### config.mk
export PLATFORM = sky130hd
export DESIGN_NAME = inst_fetch_buffer
export DESIGN_NICKNAME = d
export VERILOG_FILES = /design/src/rtl/inst_fetch_buffer.sv
export SDC_FILE = /design/constraint.sdc
export NUM_CORES = 2
export LEC_CHECK = 0
export CORE_ASPECT_RATIO = 0.9
export CORE_MARGIN = 2
export CORE_UTILIZATION = 55
export CTS_BUF_LIST = sky130_fd_sc_hd__clkbuf_4 sky130_fd_sc_hd__clkbuf_8 sky130_fd_sc_hd__clkbuf_16
export CTS_CLUSTER_DIAMETER = 200
export DETAILED_ROUTE_END_ITERATION = 10
export DONT_BUFFER_PORTS = 1
export GPL_ROUTABILITY_DRIVEN = 1
export PLACE_DENSITY = 0.73
export SLEW_MARGIN = 15
export SYNTH_ARGS = -nofsm -noshare
export SYNTH_HDL_FRONTEND = slang
export SYNTH_SLANG_ARGS = --single-unit
### constraint.sdc
create_clock -name clk -period 22.5 [get_ports clk]
set_input_delay 3.375 -clock clk [delete_from_list [all_inputs] [get_ports clk]]
set_output_delay 3.375 -clock clk [all_outputs]
set_load 0.03 [all_outputs]
### src/rtl/inst_fetch_buffer.sv
// Dual-issue instruction queue between fetch and the decoder bank.
// Holds {pc, inst} pairs in program order. Takes up to two entries per cycle
// from fetch, shows the two oldest to decode, and retires 0, 1 or 2 per cycle.
// Flush empties the queue on a redirect. Occupancy comes from the count
// register, not from the pointer difference.
module inst_fetch_buffer #(
    parameter int unsigned DEPTH = 8,
    parameter int unsigned PTR_W = 3
) (
    input  logic             clk,
    input  logic             rst,
    input  logic             flush,
    input  logic [1:0]       in_valid,
    input  logic [31:0]      in_pc0,
    input  logic [31:0]      in_inst0,
    input  logic [31:0]      in_pc1,
    input  logic [31:0]      in_inst1,
    output logic             in_ready,
    output logic [1:0]       out_valid,
    output logic [31:0]      out_pc0,
    output logic [31:0]      out_inst0,
    output logic [31:0]      out_pc1,
    output logic [31:0]      out_inst1,
    input  logic [1:0]       dec_accept,
    output logic [PTR_W:0]   count
);

    localparam int unsigned CNT_W = PTR_W + 1;

    // Ready needs room for two entries. The limit is DEPTH-2 so that the
    // comparison never goes negative.
    localparam logic [CNT_W-1:0] READY_MAX = CNT_W'(DEPTH - 2);

    // Storage and pointers
    logic [31:0]      pc_q   [DEPTH];
    logic [31:0]      pc_d   [DEPTH];
    logic [31:0]      inst_q [DEPTH];
    logic [31:0]      inst_d [DEPTH];
    logic [PTR_W-1:0] head_q, head_d;
    logic [PTR_W-1:0] tail_q, tail_d;
    logic [CNT_W-1:0] count_q, count_d;

    // Per-cycle control
    logic [1:0]       enq_n;
    logic [1:0]       deq_n;
    logic [1:0]       deq_mask;
    logic             wr0_en;
    logic             wr1_en;
    logic [PTR_W-1:0] wr0_idx;
    logic [PTR_W-1:0] wr1_idx;
    logic [PTR_W-1:0] head1_idx;

    // Status outputs come only from registered count, so dec_accept has no
    // combinational path to in_ready.
    always_comb begin
        in_ready     = (count_q <= READY_MAX);
        out_valid[0] = (count_q != '0);
        out_valid[1] = (count_q >= CNT_W'(2));
        count        = count_q;
    end

    // Head and head+1 are read straight from storage; there is no input bypass.
    always_comb begin
        head1_idx = head_q + PTR_W'(1);
        out_pc0   = pc_q[head_q];
        out_inst0 = inst_q[head_q];
        out_pc1   = pc_q[head1_idx];
        out_inst1 = inst_q[head1_idx];
    end

    // Enqueue: drop the request when not ready, and fetch retries.
    always_comb begin
        wr0_en  = 1'b0;
        wr1_en  = 1'b0;
        enq_n   = 2'd0;
        wr0_idx = tail_q;
        wr1_idx = tail_q + PTR_W'(1);
        if (in_ready && !flush) begin
            wr0_en = in_valid[0];
            wr1_en = in_valid[1];
        end
        if (in_ready) begin
            enq_n = 2'(in_valid[0]) + 2'(in_valid[1]);
        end
    end

    // Dequeue: an accept on a slot that is not valid is ignored.
    always_comb begin
        deq_mask = dec_accept & out_valid;
        deq_n    = 2'(deq_mask[0]) + 2'(deq_mask[1]);
    end

    // Pointer and occupancy next state. Flush wins over enqueue and dequeue.
    always_comb begin
        head_d  = head_q + PTR_W'(deq_n);
        tail_d  = tail_q + PTR_W'(enq_n);
        count_d = count_q + CNT_W'(enq_n) - CNT_W'(deq_n);
        if (flush) begin
            head_d  = '0;
            tail_d  = '0;
            count_d = '0;
        end
    end

    // Storage next state: slot0 lands at tail, slot1 at tail+1.
    always_comb begin
        for (int unsigned i = 0; i < DEPTH; i++) begin
            pc_d[i]   = pc_q[i];
            inst_d[i] = inst_q[i];
            if (wr0_en && (wr0_idx == PTR_W'(i))) begin
                pc_d[i]   = in_pc0;
                inst_d[i] = in_inst0;
            end
            if (wr1_en && (wr1_idx == PTR_W'(i))) begin
                pc_d[i]   = in_pc1;
                inst_d[i] = in_inst1;
            end
        end
    end

    // Control state registers; reset also covers a flush in the same cycle.
    always_ff @(posedge clk or posedge rst) begin
        if (rst) begin
            head_q  <= '0;
            tail_q  <= '0;
            count_q <= '0;
        end else begin
            head_q  <= head_d;
            tail_q  <= tail_d;
            count_q <= count_d;
        end
    end

    // Entry storage; cleared on reset so empty outputs read as zero.
    always_ff @(posedge clk or posedge rst) begin
        if (rst) begin
            for (int unsigned i = 0; i < DEPTH; i++) begin
                pc_q[i]   <= '0;
                inst_q[i] <= '0;
            end
        end else begin
            for (int unsigned i = 0; i < DEPTH; i++) begin
                pc_q[i]   <= pc_d[i];
                inst_q[i] <= inst_d[i];
            end
        end
    end

endmodule

# Word level (Yosys, flattened, before mapping)
# Cells that the tools add are included.
# word_totals
input_bits	135
reg_bits	522
wordCells	127
# classes
n_lt_le_gt_ge	4
bitwise	3
addsub	8
n_eq_ne	14
mux	50
reduce_logical	29
# op_table
op	n
32-bit 2-to-1 mux	40
32-bit binary-select mux with 3-bit select	4
3-bit == test (second input constant)	8
1-bit logical AND	17
2-bit nonzero test	8
3-bit by 2-bit == test with 1-bit output (second input constant)	4
4-bit greater-or-equal comparator (second input constant)	2
3-bit NOT with 4-bit output	2
3-bit by 1-bit adder with 3-bit output (second input constant)	2
3-bit by 2-bit adder with 3-bit output	2
3-bit by 1-bit == test with 1-bit output (second input constant)	2
3-bit zero test	2
3-bit 2-to-1 mux	2
1-bit by 1-bit adder with 2-bit output	2
4-bit by 2-bit adder with 4-bit output	1
4-bit by 2-bit greater-or-equal comparator with 1-bit output (second input constant)	1
4-bit by 3-bit less-or-equal comparator with 1-bit output (second input constant)	1
4-bit 2-to-1 mux	1
4-bit nonzero test	1
4-bit by 2-bit subtractor with 4-bit output	1
2-bit bitwise AND	1
1-bit 2-to-1 mux	2
2-bit 2-to-1 mux	1
1-bit zero test	1

# Longest topological paths before layout
# logic_depth
ltp_word	6
depth_mapped	14
ltp_nobuf	13

# Worst setup path after synthesis
# Ideal clock, no wire load.
# synth_timing
path_kind	flip-flop to output port
startpoint	register head_q[1]
endpoint	output out_inst1[21]
setup_slack_ns	16.737
path_buffers	2
arrival_ns	2.388
path_stages_with_launch	6
path_cell_list	dfrtp_1 > ha_1 > buf_2 > buf_1 > mux4_2 > mux2_2
# synth_between
elab_chain_cells	5
# synth_rtl
item	line	text
from (decl)	39	logic [PTR_W-1:0] head_q, head_d;
from (signal assigned)	124	head_q <= '0;
from (signal assigned)	128	head_q <= head_d;
3-bit by 1-bit adder with 3-bit output	64	head1_idx = head_q + PTR_W'(1);
3-bit NOT with 4-bit output (implied by the code)	68	out_inst1 = inst_q[head1_idx];
32-bit binary-select mux with 3-bit select	68	
32-bit 2-to-1 mux (implied by the code) (2 in a row)	68	
to (decl)	23	output logic [31:0] out_inst1,
# No other way between the ends. The select of a mux whose other input is x is not followed.

# Worst setup path in the final report
# layout_timing
startpoint	register head_q[0]
endpoint	output out_inst1[30]
# Same word-level chain as after synthesis.

==> flow_metrics.env <==
export IMPL_combPwrFrac_pct=49.6
export IMPL_hold_buffers=0
export IMPL_first_pass_iters=6
export IMPL_dieWidth_um=260.3
export IMPL_relSlewSlack_pct=20.58
export IMPL_fin_tns_setup_ps=0
export IMPL_final_cells=3525
export IMPL_final_common_cell="dfrtp_1"
export IMPL_drv_slew=0
export IMPL_port_buffers=0
export IMPL_max_stage_delay_ps=1020
export IMPL_initialDrtViolationCount=2440
export IMPL_die_y_um=234.7
export IMPL_synth_edf_count=0
export IMPL_synth_largest_area_cell="dfrtp_1"
export IMPL_power_internal_uw=3176
export IMPL_arrival_ps=4250
export IMPL_final_cell_mix="519 x dfrtp_1, 385 x nand2_1, 311 x mux2i_1"
export IMPL_cts_setup_buffers=0
export IMPL_met1_length_mm=38.28
export IMPL_finalSetupViolCount=0
export IMPL_avgViaCountPerCell=6.969
export IMPL_cpMaxStageDelayCell="dfrtp_4"
export IMPL_swShare_pct=42.18
export IMPL_synth_area_leaders="dfrtp_1 40%, mux4_2 18%, mux2i_1 9.6%"
export IMPL_grt_use_total_pct=32.50
export IMPL_wire_per_inst_um=28.27
export IMPL_drt_wl_total_mm=99.65
export IMPL_final_hold_viol_count=0
export IMPL_drive_above_1_share_pct=24.89
export IMPL_synth_distinct_cells=43
export IMPL_wl_met2_mm=47.06
export IMPL_place_detailed_instances=3416
export IMPL_path_clk_slew_ps=60
export IMPL_synth_main_ff_cell="dfrtp_1"
export IMPL_synth_cells=2974
export IMPL_synth_area_per_cell_um2=10.93
export IMPL_cpLargestDelayFamily="flip-flops"
export IMPL_worstSkewPairLatency_ps=630
export IMPL_power_leakage_uw=0.01294
export IMPL_async_flop_share_pct=100.0
export IMPL_areaGrowthSynthToFinish_pct=6.469
export IMPL_startpoint_type="flop"
export IMPL_power_frac_seq_pct=31.8
export IMPL_clock_sinks=522
export IMPL_powerDensity_nw_per_um2=158.7
export IMPL_die_area_um2=61080
export IMPL_status="finished clean"
export IMPL_final_nets=2855
export IMPL_cts_made_buffers=56
export IMPL_cp_end_kind="output port"
export IMPL_drcViolationCount=0
export IMPL_skew_ps=39.18
export IMPL_rows=84
export IMPL_synth_seq_area_share_pct=40.18
export IMPL_drv_cap=0
export IMPL_cp_max_fo=58
export IMPL_cp_required_ps=19120
export IMPL_vias=24570
export IMPL_dp_hpwl_mm=56.28
export IMPL_netlist_area_um2=32510
export IMPL_post_route_period_util_pct=33.90
export IMPL_cts_tree="built"
export IMPL_io_pins=270
export IMPL_wl_met3_mm=10.57
export IMPL_p_switching_uw=2317
export IMPL_grt_pass1_wl_mm=152.5
export IMPL_htreeDepth=2
export IMPL_antenna_found_initial=2
export IMPL_critPathBufInv=1
export IMPL_ctsResizeCount=0
export IMPL_fmax_mhz=131.1
export IMPL_gp_congestion=0.8302
export IMPL_layout_min_cycle_time_ps=7627
export IMPL_grt_max_degree=174
export IMPL_start_util_pct=55.64
export IMPL_syn_num_nets=3126
export IMPL_rsz0062_at_grt="false"
export IMPL_ys_seq_elements=522
export IMPL_clock_path_buffers=3
export IMPL_root_buffer="clkbuf_16"
export IMPL_synth_warnings=0
export IMPL_utilization_pct=59.24
export IMPL_top_layer="met5"
export IMPL_crit_chain="ha_4 -> buf_4 -> mux4_2 -> mux2_2"
export IMPL_p_clk_share_pct=18.6
export IMPL_core_area_um2=58440
export IMPL_yosys_area_top_type_share_pct=40.18
export IMPL_tightest_slew_ps=1191
export IMPL_overflow=0
export IMPL_hp_class="reg2reg"
export IMPL_drtAntennaViolNets=0
export IMPL_grt_pass1_vias=25200
export IMPL_irDropWorstVdd_uv=87.13
export IMPL_critical_path_class="reg2out"
[synth_stat cells (21+ instances only)]
master / count
a31oi_1: 121
nand2_1: 385
clkbuf_1: 224
dfrtp_1: 522
inv_1: 21
mux2i_1: 311
nor3_1: 57
buf_1: 66
mux2_2: 237
a21oi_1: 172
o21ai_1: 23
o21ai_0: 124
buf_4: 31
mux4_2: 256
buf_2: 60
nor2_1: 240
[area by class of cell]
class / count / area, um^2
sequential: 522 / 13070
multi-input combinational: 2045 / 17860
tap: 774 / 968.4
antenna: 3 / 7.507
clock buffer: 80 / 1698
fill: 4650 / 23820
inverter: 21 / 86.33
timing repair buffer: 57 / 558.0
clock inverter: 23 / 359.1
[path summary, 6_finish.rpt]
| path | start | end | slack (ps) | cells past startpoint |
|---|---|---|---|---|
| max in group asynchronous | rst | inst_q[218]$_DFFE_PP0P_ | 17440 | 4 |
| worst max register to register | count[3]$_DFF_PP0_ | pc_q[92]$_DFFE_PP0P_ | 17680 | 8 |
| worst min-delay path | pc_q[94]$_DFFE_PP0P_ | pc_q[94]$_DFFE_PP0P_ | 520 | 1 |
| worst max-delay path | head_q[0]$_DFF_PP0_ | out_inst1[30] | 14870 | 4 |
| worst min register to register | pc_q[94]$_DFFE_PP0P_ | pc_q[94]$_DFFE_PP0P_ | 520 | 1 |
| min in group asynchronous | rst | pc_q[90]$_DFFE_PP0P_ | 2810 | 1 |
[worst register-to-register path: stages (launching register included)]
cell     delay, ps
dfrtp_1        650
inv_1          130
ha_1           250
and3_1         190
buf_4          260
nor2_1         850
nor4b_4        890
buf_4         1020
mux2_2         470
[metal layers]
| layer | vias up | GRT usage [%] |
|---|---|---|
| li1 | 10230 | - |
| met1 | 12620 | 43.39 |
| met2 | 1426 | 51.65 |
| met3 | 286 | 7.346 |
| met4 | 2 | 12.74 |
| met5 | - | 1.746 |
[registers in the layout, indices dropped and copies added, names as in the netlist]
signal	cells
tail_q	3
head_q	3
pc_q	256
count	4
inst_q	256
[per-stage QoR]
step	hold slack (ps)	worst slack (ps)	total power [uW]	instance area (um^2)
finish	516.9	14870	5493	34620
global route	555.0	14680	5748	34620
CTS	523.3	14800	5479	34530
detailed placement	502.2	15470	4441	32470
global placement	487.4	14980	4324	32440
floorplan	470.5	4542	3893	32510
[power by group through the flow]
| stage | registers [uW] | clock network [uW] | logic, uW |
|---|---|---|---|
| 2_1_floorplan | 1580 | 0 | 2310 |
| 5_1_grt | 1790 | 1070 | 2880 |
| 3_3_place_gp | 1700 | 0 | 2620 |
| 3_5_place_dp | 1740 | 0 | 2700 |
| 4_1_cts | 1730 | 1030 | 2710 |
| 6_report | 1750 | 1020 | 2720 |
[cells by family (layout without fill, tap and decap cells)]
group	after synthesis	after routing	synth area share, %
and+or+nand+nor	741	741	9.555
AOI/OAI and AO/OA	467	467	8.085
buffers and inverters	407	181	5.403
muxes	815	815	35.90
DFF	522	522	40.18
other	0	3	0
xor gates and xnor gates	5	5	0.1347
adders and majority gates	17	17	0.7466
Power figures use the tool's default switching activity.
